[src/rtl/dac_frame_serializer.sv]
// I2S DAC serializer: buffers stereo pairs in a small FIFO and shifts them out on dacdat,
// timed by the codec's bclk/daclrck, which are synchronized and edge-detected in the clk domain.
module dac_frame_serializer #(
    parameter int DATA_W     = 16,
    parameter int FIFO_DEPTH = 4,
    parameter int CNT_W      = 8
) (
    input  logic                          clk,
    input  logic                          reset,
    input  logic                          enable,
    input  logic                          bclk,
    input  logic                          daclrck,
    input  logic                          s_valid,
    output logic                          s_ready,
    input  logic [DATA_W-1:0]             s_left,
    input  logic [DATA_W-1:0]             s_right,
    output logic                          dacdat,
    output logic [$clog2(FIFO_DEPTH):0]   fifo_level,
    output logic                          underrun,
    output logic [CNT_W-1:0]              underrun_count
);

    localparam int PTR_W = $clog2(FIFO_DEPTH);
    localparam int LVL_W = PTR_W + 1;
    localparam int BIT_W = $clog2(DATA_W) + 1;

    localparam logic [1:0] ST_IDLE  = 2'd0;
    localparam logic [1:0] ST_DELAY = 2'd1;
    localparam logic [1:0] ST_SHIFT = 2'd2;
    localparam logic [1:0] ST_PAD   = 2'd3;

    logic                  bclk_sync1_r, bclk_sync2_r, bclk_prev_r;
    logic                  lr_sync1_r, lr_sync2_r, lr_prev_r;
    logic                  bclk_fall_s, lr_fall_s, lr_rise_s;
    logic                  frame_start_s, fifo_empty_s, push_s, pop_s;
    logic [LVL_W-1:0]      level_next_s;
    logic [PTR_W-1:0]      wr_ptr_r, rd_ptr_r;
    logic [2*DATA_W-1:0]   mem_r [FIFO_DEPTH];
    logic [2*DATA_W-1:0]   head_s;
    logic [1:0]            state_r;
    logic [DATA_W-1:0]     shreg_r, hold_r_r;
    logic [BIT_W-1:0]      bit_cnt_r;

    // Two-flop synchronizers plus one history flop for edge detection
    always_ff @(posedge clk) begin
        if (reset) begin
            bclk_sync1_r <= 1'b0;
            bclk_sync2_r <= 1'b0;
            bclk_prev_r  <= 1'b0;
            lr_sync1_r   <= 1'b0;
            lr_sync2_r   <= 1'b0;
            lr_prev_r    <= 1'b0;
        end else begin
            bclk_sync1_r <= bclk;
            bclk_sync2_r <= bclk_sync1_r;
            bclk_prev_r  <= bclk_sync2_r;
            lr_sync1_r   <= daclrck;
            lr_sync2_r   <= lr_sync1_r;
            lr_prev_r    <= lr_sync2_r;
        end
    end

    assign bclk_fall_s   = bclk_prev_r & ~bclk_sync2_r;
    assign lr_fall_s     = lr_prev_r & ~lr_sync2_r;
    assign lr_rise_s     = ~lr_prev_r & lr_sync2_r;
    assign frame_start_s = lr_fall_s & enable;
    assign fifo_empty_s  = (fifo_level == LVL_W'(0));
    assign push_s        = s_valid & s_ready;
    assign pop_s         = frame_start_s & ~fifo_empty_s;
    assign head_s        = mem_r[rd_ptr_r];

    // Next FIFO occupancy; a simultaneous push and pop leaves it unchanged
    always_comb begin
        level_next_s = fifo_level;
        case ({push_s, pop_s})
            2'b10:   level_next_s = fifo_level + LVL_W'(1);
            2'b01:   level_next_s = fifo_level - LVL_W'(1);
            default: level_next_s = fifo_level;
        endcase
    end

    // FIFO pointers, occupancy and registered ready
    always_ff @(posedge clk) begin
        if (reset) begin
            wr_ptr_r   <= {PTR_W{1'b0}};
            rd_ptr_r   <= {PTR_W{1'b0}};
            fifo_level <= {LVL_W{1'b0}};
            s_ready    <= 1'b0;
        end else begin
            if (push_s) begin
                wr_ptr_r <= wr_ptr_r + PTR_W'(1);
            end
            if (pop_s) begin
                rd_ptr_r <= rd_ptr_r + PTR_W'(1);
            end
            fifo_level <= level_next_s;
            s_ready    <= (level_next_s != LVL_W'(FIFO_DEPTH));
        end
    end

    // FIFO storage; contents are don't-care until written
    always_ff @(posedge clk) begin
        if (push_s) begin
            mem_r[wr_ptr_r] <= {s_left, s_right};
        end
    end

    // Underrun pulse and saturating counter
    always_ff @(posedge clk) begin
        if (reset) begin
            underrun       <= 1'b0;
            underrun_count <= {CNT_W{1'b0}};
        end else begin
            underrun <= frame_start_s & fifo_empty_s;
            if (frame_start_s && fifo_empty_s && (underrun_count != {CNT_W{1'b1}})) begin
                underrun_count <= underrun_count + CNT_W'(1);
            end
        end
    end

    // Serializer FSM; an lr edge outranks a coincident bclk fall
    always_ff @(posedge clk) begin
        if (reset) begin
            state_r   <= ST_IDLE;
            shreg_r   <= {DATA_W{1'b0}};
            hold_r_r  <= {DATA_W{1'b0}};
            bit_cnt_r <= {BIT_W{1'b0}};
            dacdat    <= 1'b0;
        end else if (!enable) begin
            state_r <= ST_IDLE;
            dacdat  <= 1'b0;
        end else if (lr_fall_s) begin
            state_r   <= ST_DELAY;
            bit_cnt_r <= {BIT_W{1'b0}};
            shreg_r   <= pop_s ? head_s[2*DATA_W-1:DATA_W] : {DATA_W{1'b0}};
            hold_r_r  <= pop_s ? head_s[DATA_W-1:0] : {DATA_W{1'b0}};
        end else if (lr_rise_s && (state_r != ST_IDLE)) begin
            state_r   <= ST_DELAY;
            bit_cnt_r <= {BIT_W{1'b0}};
            shreg_r   <= hold_r_r;
        end else if (bclk_fall_s) begin
            case (state_r)
                ST_IDLE: begin
                    dacdat <= 1'b0;
                end
                ST_DELAY: begin
                    dacdat    <= shreg_r[DATA_W-1];
                    shreg_r   <= {shreg_r[DATA_W-2:0], 1'b0};
                    bit_cnt_r <= BIT_W'(1);
                    state_r   <= ST_SHIFT;
                end
                ST_SHIFT: begin
                    if (bit_cnt_r == BIT_W'(DATA_W)) begin
                        dacdat  <= 1'b0;
                        state_r <= ST_PAD;
                    end else begin
                        dacdat    <= shreg_r[DATA_W-1];
                        shreg_r   <= {shreg_r[DATA_W-2:0], 1'b0};
                        bit_cnt_r <= bit_cnt_r + BIT_W'(1);
                    end
                end
                ST_PAD: begin
                    dacdat <= 1'b0;
                end
                default: begin
                    dacdat  <= 1'b0;
                    state_r <= ST_IDLE;
                end
            endcase
        end
    end

endmodule
[config.mk]
export PLATFORM = sky130hd
export DESIGN_NAME = dac_frame_serializer
export DESIGN_NICKNAME = d
export VERILOG_FILES = /design/src/rtl/dac_frame_serializer.sv
export SDC_FILE = /design/constraint.sdc
export NUM_CORES = 1
export LEC_CHECK = 0
export BUFFER_PORTS_ARGS = -buffer_cell sky130_fd_sc_hd__buf_2
export CORE_MARGIN = 5
export CORE_UTILIZATION = 45
export DETAILED_ROUTE_END_ITERATION = 10
export SLEW_MARGIN = 20
export SYNTH_ARGS = -nofsm -noshare
export SYNTH_HDL_FRONTEND = slang
export SYNTH_SLANG_ARGS = --single-unit
export TNS_END_PERCENT = 30
[constraint.sdc]
create_clock -name clk -period 4.2 [get_ports clk]
set_input_delay 0.84 -clock clk [delete_from_list [all_inputs] [get_ports clk]]
set_output_delay 0.84 -clock clk [all_outputs]
set_load 0.05 [all_outputs]
==> metrics.log <==
INFO  metric rsz0062_at_grt = no
INFO  metric setup-violations-final = 0
INFO  metric count_of_flip_flops_with_a_built_in_enable_after_synthesis = 128
INFO  metric total_of_hold_buffers_inserted_after_clock_tree_synthesis = 0
INFO  metric ratio_of_cells_with_drive_above_1_in_the_final_layout = 26.0%
INFO  metric globalRouteOverflowTotal = 0
INFO  metric synthFlopType = sky130_fd_sc_hd__edfxtp_1
INFO  metric synth_top_cell_area_share = 50.0%
INFO  metric detail_route.wirelength = 14600 um
INFO  metric portBuffers = 51
INFO  metric drtIter0Drc = 264
INFO  metric syn-num-nets = 551
INFO  metric postLayoutCellArea = 8730 um2
INFO  metric post-dp-hpwl = 8840 um
INFO  metric area_growth_syn_to_layout = 13.4%
INFO  metric post_synth_num_cell_types = 51
INFO  metric period_needed = 2850 ps
INFO  metric placed_area = 8150 um2
INFO  metric ctsRootBufferMaster = sky130_fd_sc_hd__clkbuf_16
INFO  metric finalNetCount = 603
INFO  metric crit_path_end_kind = flop
INFO  metric gp_congestion = 0.741
INFO  metric tightest_hold_check_type = reg2reg
INFO  metric worst_setup_path_start_kind = flop
INFO  metric drc_errors = 0
INFO  metric async_reset_ff_share = 0%
INFO  metric cts_max_path_bufs = 2
INFO  metric num-fill-cells = 1426
INFO  metric ys_top_cells_by_count = sky130_fd_sc_hd__edfxtp_1 (128), sky130_fd_sc_hd__dfxtp_1 (65), sky130_fd_sc_hd__a22oi_1 (32), sky130_fd_sc_hd__mux4_2 (32), sky130_fd_sc_hd__nor2_1 (31)
INFO  metric layout_worst_path_cycle_share = 67.7%
INFO  metric maxClockFrequency = 351 MHz
INFO  metric core.rowCount = 47
INFO  metric dr.pass1.iters = 4
INFO  metric power_density = 434 nW/um2
INFO  metric synth_largest_area_cell = sky130_fd_sc_hd__edfxtp_1
INFO  metric run_status = finished, final reports clean
INFO  metric fp.dieH = 141 um
INFO  metric top_usage_layer = met2
INFO  metric grt_max_degree = 64
INFO  metric design.core.area = 16700 um2
INFO  metric antenna_violating_nets_left = 0
INFO  metric finalNonFillerCells = 785
INFO  metric detail_route.vias_per_cell = 5.49
INFO  metric die-width = 141 um
INFO  metric cts_resized = 0
INFO  metric yosysSeqAreaShare = 66.9%
INFO  metric cts.reportedPaths.clkPinSlew = 80 ps
INFO  metric crit_fanout = 19
INFO  metric accumulated_negative_setup_slack = 0 ps
INFO  metric numPlacedInstances = 753
INFO  metric ys.warnings.count = 0
INFO  metric grt_first_pass_wirelength = 23700 um
INFO  metric synth.cell_area = 7690 um2
INFO  metric leading_post_synthesis_cells_by_cell_area = sky130_fd_sc_hd__edfxtp_1 (50%), sky130_fd_sc_hd__dfxtp_1 (17%), sky130_fd_sc_hd__mux4_2 (9.4%), sky130_fd_sc_hd__a22oi_1 (3.1%), sky130_fd_sc_hd__mux2_2 (2.2%)
INFO  metric via_count_of_the_first_global_routing_pass = 4432
INFO  metric syn_avg_cell_area = 15.4 um2
INFO  metric synth-seq-cells = 193
INFO  metric arrival = 3130 ps
INFO  metric antennaDiodeCount = 0
INFO  metric global_route.usage.met1 = 19.6%
INFO  metric vias = 4311
INFO  metric cts-htree-levels = 4
INFO  metric cts_inserted_buffers = 17
INFO  metric ios = 52
INFO  metric routing_usage_on_met2 = 25.9%
INFO  metric cts.sinks = 193
INFO  metric final_max_slew_viol_count = 0
INFO  metric grt.met3_usage = 4.17%
INFO  metric cts_setup_buffers = 0
INFO  metric detail_route.wl_per_cell = 18.7 um
INFO  metric timing.final.hold_violations = 0
INFO  metric cellLeakagePower = 2.92 nW
INFO  metric criticalPathCategory = reg2reg
INFO  metric max_slew.worst_pin.slew = 846 ps
INFO  metric required = 4490 ps
INFO  metric initial_core_util = 46.1%
INFO  metric syn-instance-count = 500
INFO  metric grt_antenna_before_repair = 0
INFO  metric clock_tree_from_tritoncts = yes
INFO  metric grt_util_all_layers = 15.4%
INFO  metric synthMostInstantiatedCell = sky130_fd_sc_hd__edfxtp_1
INFO  metric slew_headroom = 43.6%
INFO  metric maxCapViolations = 0
INFO  metric worstSkewPairLatency = 440 ps
INFO  metric ir_worst_vdd = 0.000295 V
INFO  metric fin_skew = 8.46 ps
INFO  metric dieArea = 19800 um2
state kept, by name, summed over array words and instances, names as in the netlist, 3 cells and up, named ones only:
signal / cells
mem_r: 128
hold_r_r: 16
shreg_r: 16
underrun_count: 8
bit_cnt_r: 5
fifo_level: 3
path summary, 6_finish.rpt:
check          startpoint  slack [ps]      endpoint  cells after the start
max            state_r[0]        1350   shreg_r[11]                      6
min reg2reg  bclk_sync1_r         450  bclk_sync2_r                      1
max reg2reg    state_r[0]        1350   shreg_r[11]                      6
min          bclk_sync1_r         450  bclk_sync2_r                      1
worst max-delay path, stage by stage (launching register included):
cell	delay (ps)
sky130_fd_sc_hd__dfxtp_1	380
sky130_fd_sc_hd__inv_1	90
sky130_fd_sc_hd__ha_1	210
sky130_fd_sc_hd__or3b_1	730
sky130_fd_sc_hd__a21oi_4	570
sky130_fd_sc_hd__or2_1	540
sky130_fd_sc_hd__a211oi_1	150
power breakdown:
part / internal [mW] / switching, mW
sequential: 2.06 / 0.0143
clock: 0.800 / 0.777
combinational: 0.0520 / 0.0843
metal layers:
metal | vias up | wire (um)
li1 | 2051 | -
met1 | 2170 | 6430
met2 | 74 | 7420
met3 | 16 | 617
met4 | 0 | 181
met5 | - | 0
layout by cell type, fill, tap and decap left out, drive strengths merged, types with 3 or more instances in the layout:
cell type	count
nand2b	6
ha	12
and3	6
nand2	9
edfxtp	128
mux2	15
clkinv	4
a211oi	17
mux4	32
xor2	5
a21oi	16
buf	61
nor3	20
dfxtp	65
o32ai	3
inv	23
a22oi	32
nor2b	6
nor2	32
or3	6
o31ai	3
nand3	10
o21ai	8
clkbuf	17
layout make-up:
class                   instances  area, um2  share of cell area, %
inverters                      13       48.8                  0.559
multi-input cells             266       2340                   26.9
repair buffers                 61        330                   3.78
flip-flops and latches        193       5150                   59.0
well taps                     220        275                   3.15
clock buffers                  17        425                   4.87
clock inverters                15        156                   1.79
logic make-up (layout without fill, tap and decap cells):
group | count (synthesis) | in the layout | synth area share [%]
compound gates | 84 | 84 | 7.69
buf+inv | 41 | 106 | 2.72
flops | 193 | 193 | 66.9
fa+ha+maj | 14 | 14 | 2.34
simple gates | 112 | 112 | 7.76
mux | 49 | 49 | 11.8
xor+xnor | 7 | 7 | 0.797
per-stage QoR:
| stage | power [mW] | hold WS [ps] | setup WS [ps] | utilization (%) |
|---|---|---|---|---|
| 2_1_floorplan | 2.19 | 414 | 1480 | - |
| 3_3_place_gp | 2.25 | 445 | 1190 | 48.8 |
| 3_5_place_dp | 2.25 | 438 | 1080 | 48.8 |
| 4_1_cts | 3.83 | 455 | 1360 | 52.3 |
| 5_1_grt | 3.93 | 469 | 1210 | 52.3 |
| 6_report | 3.79 | 448 | 1350 | 52.3 |
Note: power is estimated with default switching activity, not from simulation.
